[src/rtl/rdout_pkg.sv]
// Shared types and default constants for the CIM macro readout controller.
// Optional output ReLU clamp is enabled by defining RDOUT_RELU_EN.
package rdout_pkg;
  localparam int N_COL   = 64;
  localparam int MAC_DW  = 6;
  localparam int N_PHASE = 4;
  localparam int ADC_LAT = 2;
  localparam int ACC_DW  = MAC_DW + N_PHASE;

  typedef enum logic [2:0] {IDLE, SET, CONV, WAIT, SAMPLE, DONE} state_e;

  typedef logic signed [MAC_DW-1:0] mac_word_t;
  typedef logic signed [ACC_DW-1:0] acc_word_t;
endpackage

[src/rtl/rdout_acc_col.sv]
// One macro column: signed shift-accumulate of the per-phase ADC word.
// The sign plane subtracts its term so the sum is a two's-complement dot product.
module rdout_acc_col #(
  parameter int MAC_DW = 6,
  parameter int ACC_DW = 10,
  parameter int PW     = 2
) (
  input  logic                     clk,
  input  logic                     rst_n,
  input  logic                     clr_i,
  input  logic                     en_i,
  input  logic                     neg_i,
  input  logic [PW-1:0]            phase_i,
  input  logic signed [MAC_DW-1:0] din_i,
  output logic signed [ACC_DW-1:0] acc_o
);
  logic signed [ACC_DW-1:0] acc_q, acc_d, term;

  always_comb begin
    term  = ACC_DW'(din_i) <<< phase_i;
    acc_d = acc_q;
    if (clr_i)     acc_d = '0;
    else if (en_i) acc_d = neg_i ? acc_q - term : acc_q + term;
  end

  always_ff @(posedge clk or negedge rst_n) begin
    if (!rst_n) acc_q <= '0;
    else        acc_q <= acc_d;
  end

  assign acc_o = acc_q;
endmodule

[src/rtl/macro_rdout.sv]
// Sequencer and readout for one CIM macro: steps through bit-plane phases,
// accumulates column outputs, and hands the sums downstream (RDOUT_RELU_EN clamps negatives).
module macro_rdout #(
  parameter int MAC_DW  = rdout_pkg::MAC_DW,
  parameter int N_COL   = rdout_pkg::N_COL,
  parameter int N_PHASE = rdout_pkg::N_PHASE,
  parameter int ADC_LAT = rdout_pkg::ADC_LAT,
  parameter int ACC_DW  = MAC_DW + N_PHASE
) (
  input  logic                                 clk,
  input  logic                                 rst_n,
  input  logic                                 start,
  output logic                                 busy,
  output logic                                 mac_enable,
  output logic [1:0]                           mac_chs_ps,
  output logic                                 mac_adc,
  input  logic signed [N_COL-1:0][MAC_DW-1:0]  mac_dout,
  output logic                                 res_valid,
  input  logic                                 res_ready,
  output logic signed [N_COL-1:0][ACC_DW-1:0]  res_data
);
  import rdout_pkg::*;

  localparam int PW = (N_PHASE > 1) ? $clog2(N_PHASE) : 1;
  localparam int WW = (ADC_LAT > 1) ? $clog2(ADC_LAT) : 1;
  localparam logic [PW-1:0] P_LAST = PW'(N_PHASE - 1);
  localparam logic [WW-1:0] W_LAST = WW'(ADC_LAT - 1);

  state_e          state_q, state_d;
  logic [PW-1:0]   p_q, p_d;
  logic [WW-1:0]   wcnt_q, wcnt_d;
  logic            acc_clr, acc_en, acc_neg;
  logic [N_COL-1:0][ACC_DW-1:0] acc;

  always_ff @(posedge clk or negedge rst_n) begin
    if (!rst_n) begin
      state_q <= IDLE;
      p_q     <= '0;
      wcnt_q  <= '0;
    end else begin
      state_q <= state_d;
      p_q     <= p_d;
      wcnt_q  <= wcnt_d;
    end
  end

  always_comb begin
    state_d = state_q;
    p_d     = p_q;
    wcnt_d  = wcnt_q;
    unique case (state_q)
      IDLE:   if (start) begin state_d = SET; p_d = '0; end
      SET:    state_d = CONV;
      CONV:   begin state_d = WAIT; wcnt_d = '0; end
      WAIT:   begin
        wcnt_d = wcnt_q + 1'b1;
        if (wcnt_q == W_LAST) state_d = SAMPLE;
      end
      SAMPLE: if (p_q == P_LAST) state_d = DONE;
              else begin state_d = SET; p_d = p_q + 1'b1; end
      DONE:   if (res_ready) state_d = IDLE;
      default: state_d = IDLE;
    endcase
  end

  always_comb begin
    busy       = (state_q != IDLE);
    mac_enable = (state_q == SET) || (state_q == CONV) ||
                 (state_q == WAIT) || (state_q == SAMPLE);
    mac_chs_ps = mac_enable ? 2'(p_q) : 2'b00;
    mac_adc    = (state_q == CONV);
    res_valid  = (state_q == DONE);
  end

  assign acc_clr = (state_q == IDLE) && start;
  assign acc_en  = (state_q == SAMPLE);
  assign acc_neg = (p_q == P_LAST);

  for (genvar c = 0; c < N_COL; c++) begin : g_col
    rdout_acc_col #(.MAC_DW(MAC_DW), .ACC_DW(ACC_DW), .PW(PW)) u_col (
      .clk     (clk),
      .rst_n   (rst_n),
      .clr_i   (acc_clr),
      .en_i    (acc_en),
      .neg_i   (acc_neg),
      .phase_i (p_q),
      .din_i   (mac_dout[c]),
      .acc_o   (acc[c])
    );
`ifdef RDOUT_RELU_EN
    assign res_data[c] = acc[c][ACC_DW-1] ? '0 : acc[c];
`else
    assign res_data[c] = acc[c];
`endif
  end
endmodule

[config.mk]
export PLATFORM = sky130hd
export DESIGN_NAME = macro_rdout
export DESIGN_NICKNAME = d
export VERILOG_FILES = /design/src/rtl/rdout_pkg.sv /design/src/rtl/rdout_acc_col.sv /design/src/rtl/macro_rdout.sv
export SDC_FILE = /design/constraint.sdc
export NUM_CORES = 2
export LEC_CHECK = 0
export CAP_MARGIN = 5
export CORE_ASPECT_RATIO = 0.9
export CORE_MARGIN = 2
export CORE_UTILIZATION = 35
export CTS_CLUSTER_SIZE = 28
export DETAILED_ROUTE_END_ITERATION = 16
export SYNTH_ARGS = -nofsm -noshare
export SYNTH_HDL_FRONTEND = slang
export SYNTH_SLANG_ARGS = --single-unit
[constraint.sdc]
create_clock -name clk -period 8.98 [get_ports clk]
set_input_delay 1.347 -clock clk [delete_from_list [all_inputs] [get_ports clk]]
set_output_delay 1.347 -clock clk [all_outputs]
set_load 0.02 [all_outputs]
==> summary.txt <==
Logic synthesis
  • Net count after synthesis: 10150
  • Mean Syn Cell Area: 7.862 µm²
  • Seq cells post-synth: 646
  • Seq/Total Area, Yosys: 22.71%
  • Asr flop ratio synth: 100.0%
  • Synthesized area: 71190 µm²
  • Post-Syn Instances: 9055
  • Post-synth EDFFs: 0
  • Prevailing post-synth register cell: dfrtp_1
  • Distinct cells, synth: 78
  • Warnings from Yosys: 0

Power and ir drop
  • Pleak: 0.03688 µW
  • PD cells: 384.4 nW/µm²
  • Worst VDD drop: 0.2175 mV
  • Total design power: 33460 µW

Hold path
  • Hold crit path type: reg2reg

Drt
  • Vias/cell: 5.607
  • Vias: 70600
  • Routed WL per cell: 21.88 µm
  • DRT Wirelength: 275.5 mm
  • DR iter-0 viols: 4939
  • Remaining DRCs: 0
  • Initial DRT Pass Iterations: 6
  • DRT antenna net count: 0

Global routing
  • GRT Total Usage: 25.65%
  • Antenna violations before repair: 69
  • Largest net degree at the start of global routing: 208
  • Vias in the first global route: 67160
  • First-pass GRT wire length: 415.5 mm
  • Grt total ovfl: 0

Clocking
  • Root Buffer: clkbuf_16
  • CTS Sinks: 646
  • Hold_buf cts: 0
  • Max clock buf depth: 3
  • H-tree Lvls: 3
  • Worst skew pair latency: 0.75 ns
  • CTS resizes: 0
  • Number of buffers created by CTS: 90
  • CTS tree: yes
  • Postcts setup bufs: 0
  • Clock slew at reported path FFs: 0.07 ns

Final layout
  • Synthesis-to-layout area growth: 22.25%
  • Nets: 10860
  • Fillers: 20000
  • Layout cell share with drive strength beyond 1: 4.349%
  • Reg area: 16170 µm²
  • Area occupied by multi-input gates: 50890 µm²
  • Final instance area: 87030 µm²

STA
  • F_max: 0.1839 GHz
  • Clock Skew: 0.02085 ns
  • Final Slew Violations: 0
  • Final hold vios: 0
  • Post-route minimum period: 5.437 ns
  • Final period util: 60.55%
  • Setup TNS: 0 ns
  • Worst setup margin: 3.543 ns
  • RSZ-0062 raised after global routing: false
  • Slew @ Worst Pin: 1.306 ns
  • Rel. slew slack: 12.94%
  • Worst Hold Slack: 0.5104 ns
  • # setup viols final: 0

Status
  • Status: finished, final reports clean

Setup path
  • Crit end category: flop
  • Crit start category: flop
  • Crit Path Max Fanout: 160
  • Crit path DAT: 6.04 ns
  • Worst EP required: 9.59 ns
  • Worst Setup Path Type: reg2reg

Floorplan
  • I/O Pins: 1034
  • CORE AREA: 202700 µm²
  • Core Rows: 157
  • Die span in y: 431.9 µm
  • Die X: 479.4 µm
  • Total die area: 207000 µm²
  • Initial core utilization: 35.12%

Flow run
  • Max_cap viols: 0

Placed design
  • Area after DPL: 83660 µm²
  • GPL Wtd Cong: 0.9219
  • Hpwl dp: 199.6 mm
  • # port buffers: 1033
  • Setup WS pre-CTS: 3.651 ns
-- layout by cell type, fill, tap and decap left out, types with 43 or more instances in the layout --
cell type / n
nor3b_1: 49
a221oi_1: 46
fa_1: 64
a21o_1: 88
o21a_1: 152
xnor2_1: 466
nor2_1: 1066
mux2_2: 79
o21ai_0: 969
o22ai_1: 136
clkdlybuf4s50_1: 1032
nor2b_1: 212
nand2b_1: 109
mux4_2: 66
a32o_1: 90
ha_1: 640
a21oi_1: 500
a22o_1: 43
or3_1: 109
diode_2: 46
a31oi_1: 62
and3_1: 74
o21bai_1: 46
a21boi_0: 78
nand2_1: 832
a211oi_1: 103
nor3_1: 122
mux2i_1: 275
clkbuf_16: 93
o31ai_1: 156
inv_1: 577
dfrtp_1: 644
xor2_1: 267
-- registers in the layout, summed over array words and instances, names as in the netlist --
| signal | count |
|---|---|
| p_q | 2 |
| state_q | 3 |
| g_col.u_col.acc_o | 640 |
| wcnt_q | 1 |
-- cells in the mapped netlist (33+ instances only) --
cell / instances / area share, %
a211oi_1: 103 / 1.1
a21boi_0: 78 / 0.82
a21o_1: 88 / 0.93
a21oi_1: 500 / 3.5
a221oi_1: 46 / 0.57
a22o_1: 43 / 0.53
a31oi_1: 62 / 0.54
a32o_1: 90 / 1.3
and2_1: 39 / 0.34
and3_1: 74 / 0.65
buf_1: 39 / 0.21
buf_2: 104 / 0.73
clkbuf_1: 298 / 1.6
dfrtp_1: 646 / 23
fa_1: 64 / 1.8
ha_1: 641 / 11
inv_1: 579 / 3.1
mux2_2: 79 / 1.2
mux2i_1: 275 / 3.9
mux4_2: 66 / 2.1
nand2_1: 832 / 4.4
nand2b_1: 109 / 0.96
nand3_1: 33 / 0.23
nor2_1: 1067 / 5.6
nor2b_1: 213 / 1.9
nor3_1: 122 / 0.86
nor3b_1: 50 / 0.53
o21a_1: 153 / 1.6
o21ai_0: 969 / 6.8
o21bai_1: 46 / 0.49
o22ai_1: 136 / 1.2
o31a_1: 42 / 0.52
o31ai_1: 156 / 1.6
or3_1: 109 / 0.96
xnor2_1: 466 / 5.7
xor2_1: 267 / 3.3
-- power breakdown --
group	internal, µW	switching, µW
sequential	3990	1280
combinational	10500	13500
clock	2510	1610
total	17000	16400
-- cell type report --
type | count | area share, %
Antenna cell | 46 | 0.1323
Clock buffer | 123 | 2.999
Clock inverter | 41 | 0.7404
Inverter | 580 | 2.524
Multi-Input combinational cell | 7359 | 58.47
Sequential cell | 646 | 18.58
Tap cell | 2703 | 3.886
Timing Repair Buffer | 1093 | 12.66
-- critical path: stages (launching register included) --
cell and delay [ns]:
dfrtp_4 0.65, buf_12 0.50, ha_4 0.34, buf_12 0.54, buf_4 0.61, nor2_1 0.12
xnor2_1 0.15, ha_1 0.22, o31ai_1 0.46, a31oi_1 0.21, o21a_1 0.22, o41a_1 0.32
or2_2 0.27, o311ai_0 0.32
-- metrics by stage --
step / cells / util (%)
final: 12590 / 42.93
after global routing: 12590 / 42.93
after CTS: 12550 / 42.88
after detailed placement: 12380 / 41.27
after global placement: 12380 / 41.27
after floorplan: 9055 / -
-- routing by layer --
| metal | track usage, % | share of wire, % | vias to the layer above |
|---|---|---|---|
| li1 | - | - | 33780 |
| met1 | 32.20 | 42 | 34050 |
| met2 | 41.16 | 46 | 2209 |
| met3 | 5.051 | 6.3 | 533 |
| met4 | 14.28 | 5.9 | 26 |
| met5 | 0 | 0.062 | - |
-- logic make-up after synthesis --
group | after synthesis | synth area share, %
compound gates | 2771 | 24.88
mux | 420 | 7.204
simple gates | 2730 | 17.22
flops | 646 | 22.71
fa+ha+maj | 705 | 13.07
buf+inv | 1050 | 5.905
xor+xnor | 733 | 9.018
-- path summary, 6_finish.rpt --
path	from	to	slack, ns	cells after the start
min in group asynchronous	rst_n	g_col[2].u_col.acc_o[3]	0.58	1
max in group asynchronous	rst_n	g_col[17].u_col.acc_o[7]	6.68	3
min reg2reg	g_col[58].u_col.acc_o[9]	g_col[58].u_col.acc_o[9]	0.51	1
max reg2reg	p_q[1]	g_col[15].u_col.acc_o[9]	3.54	13
min	g_col[58].u_col.acc_o[9]	g_col[58].u_col.acc_o[9]	0.51	1
max	p_q[1]	g_col[15].u_col.acc_o[9]	3.54	13
Note: power is estimated with default switching activity, not from simulation.
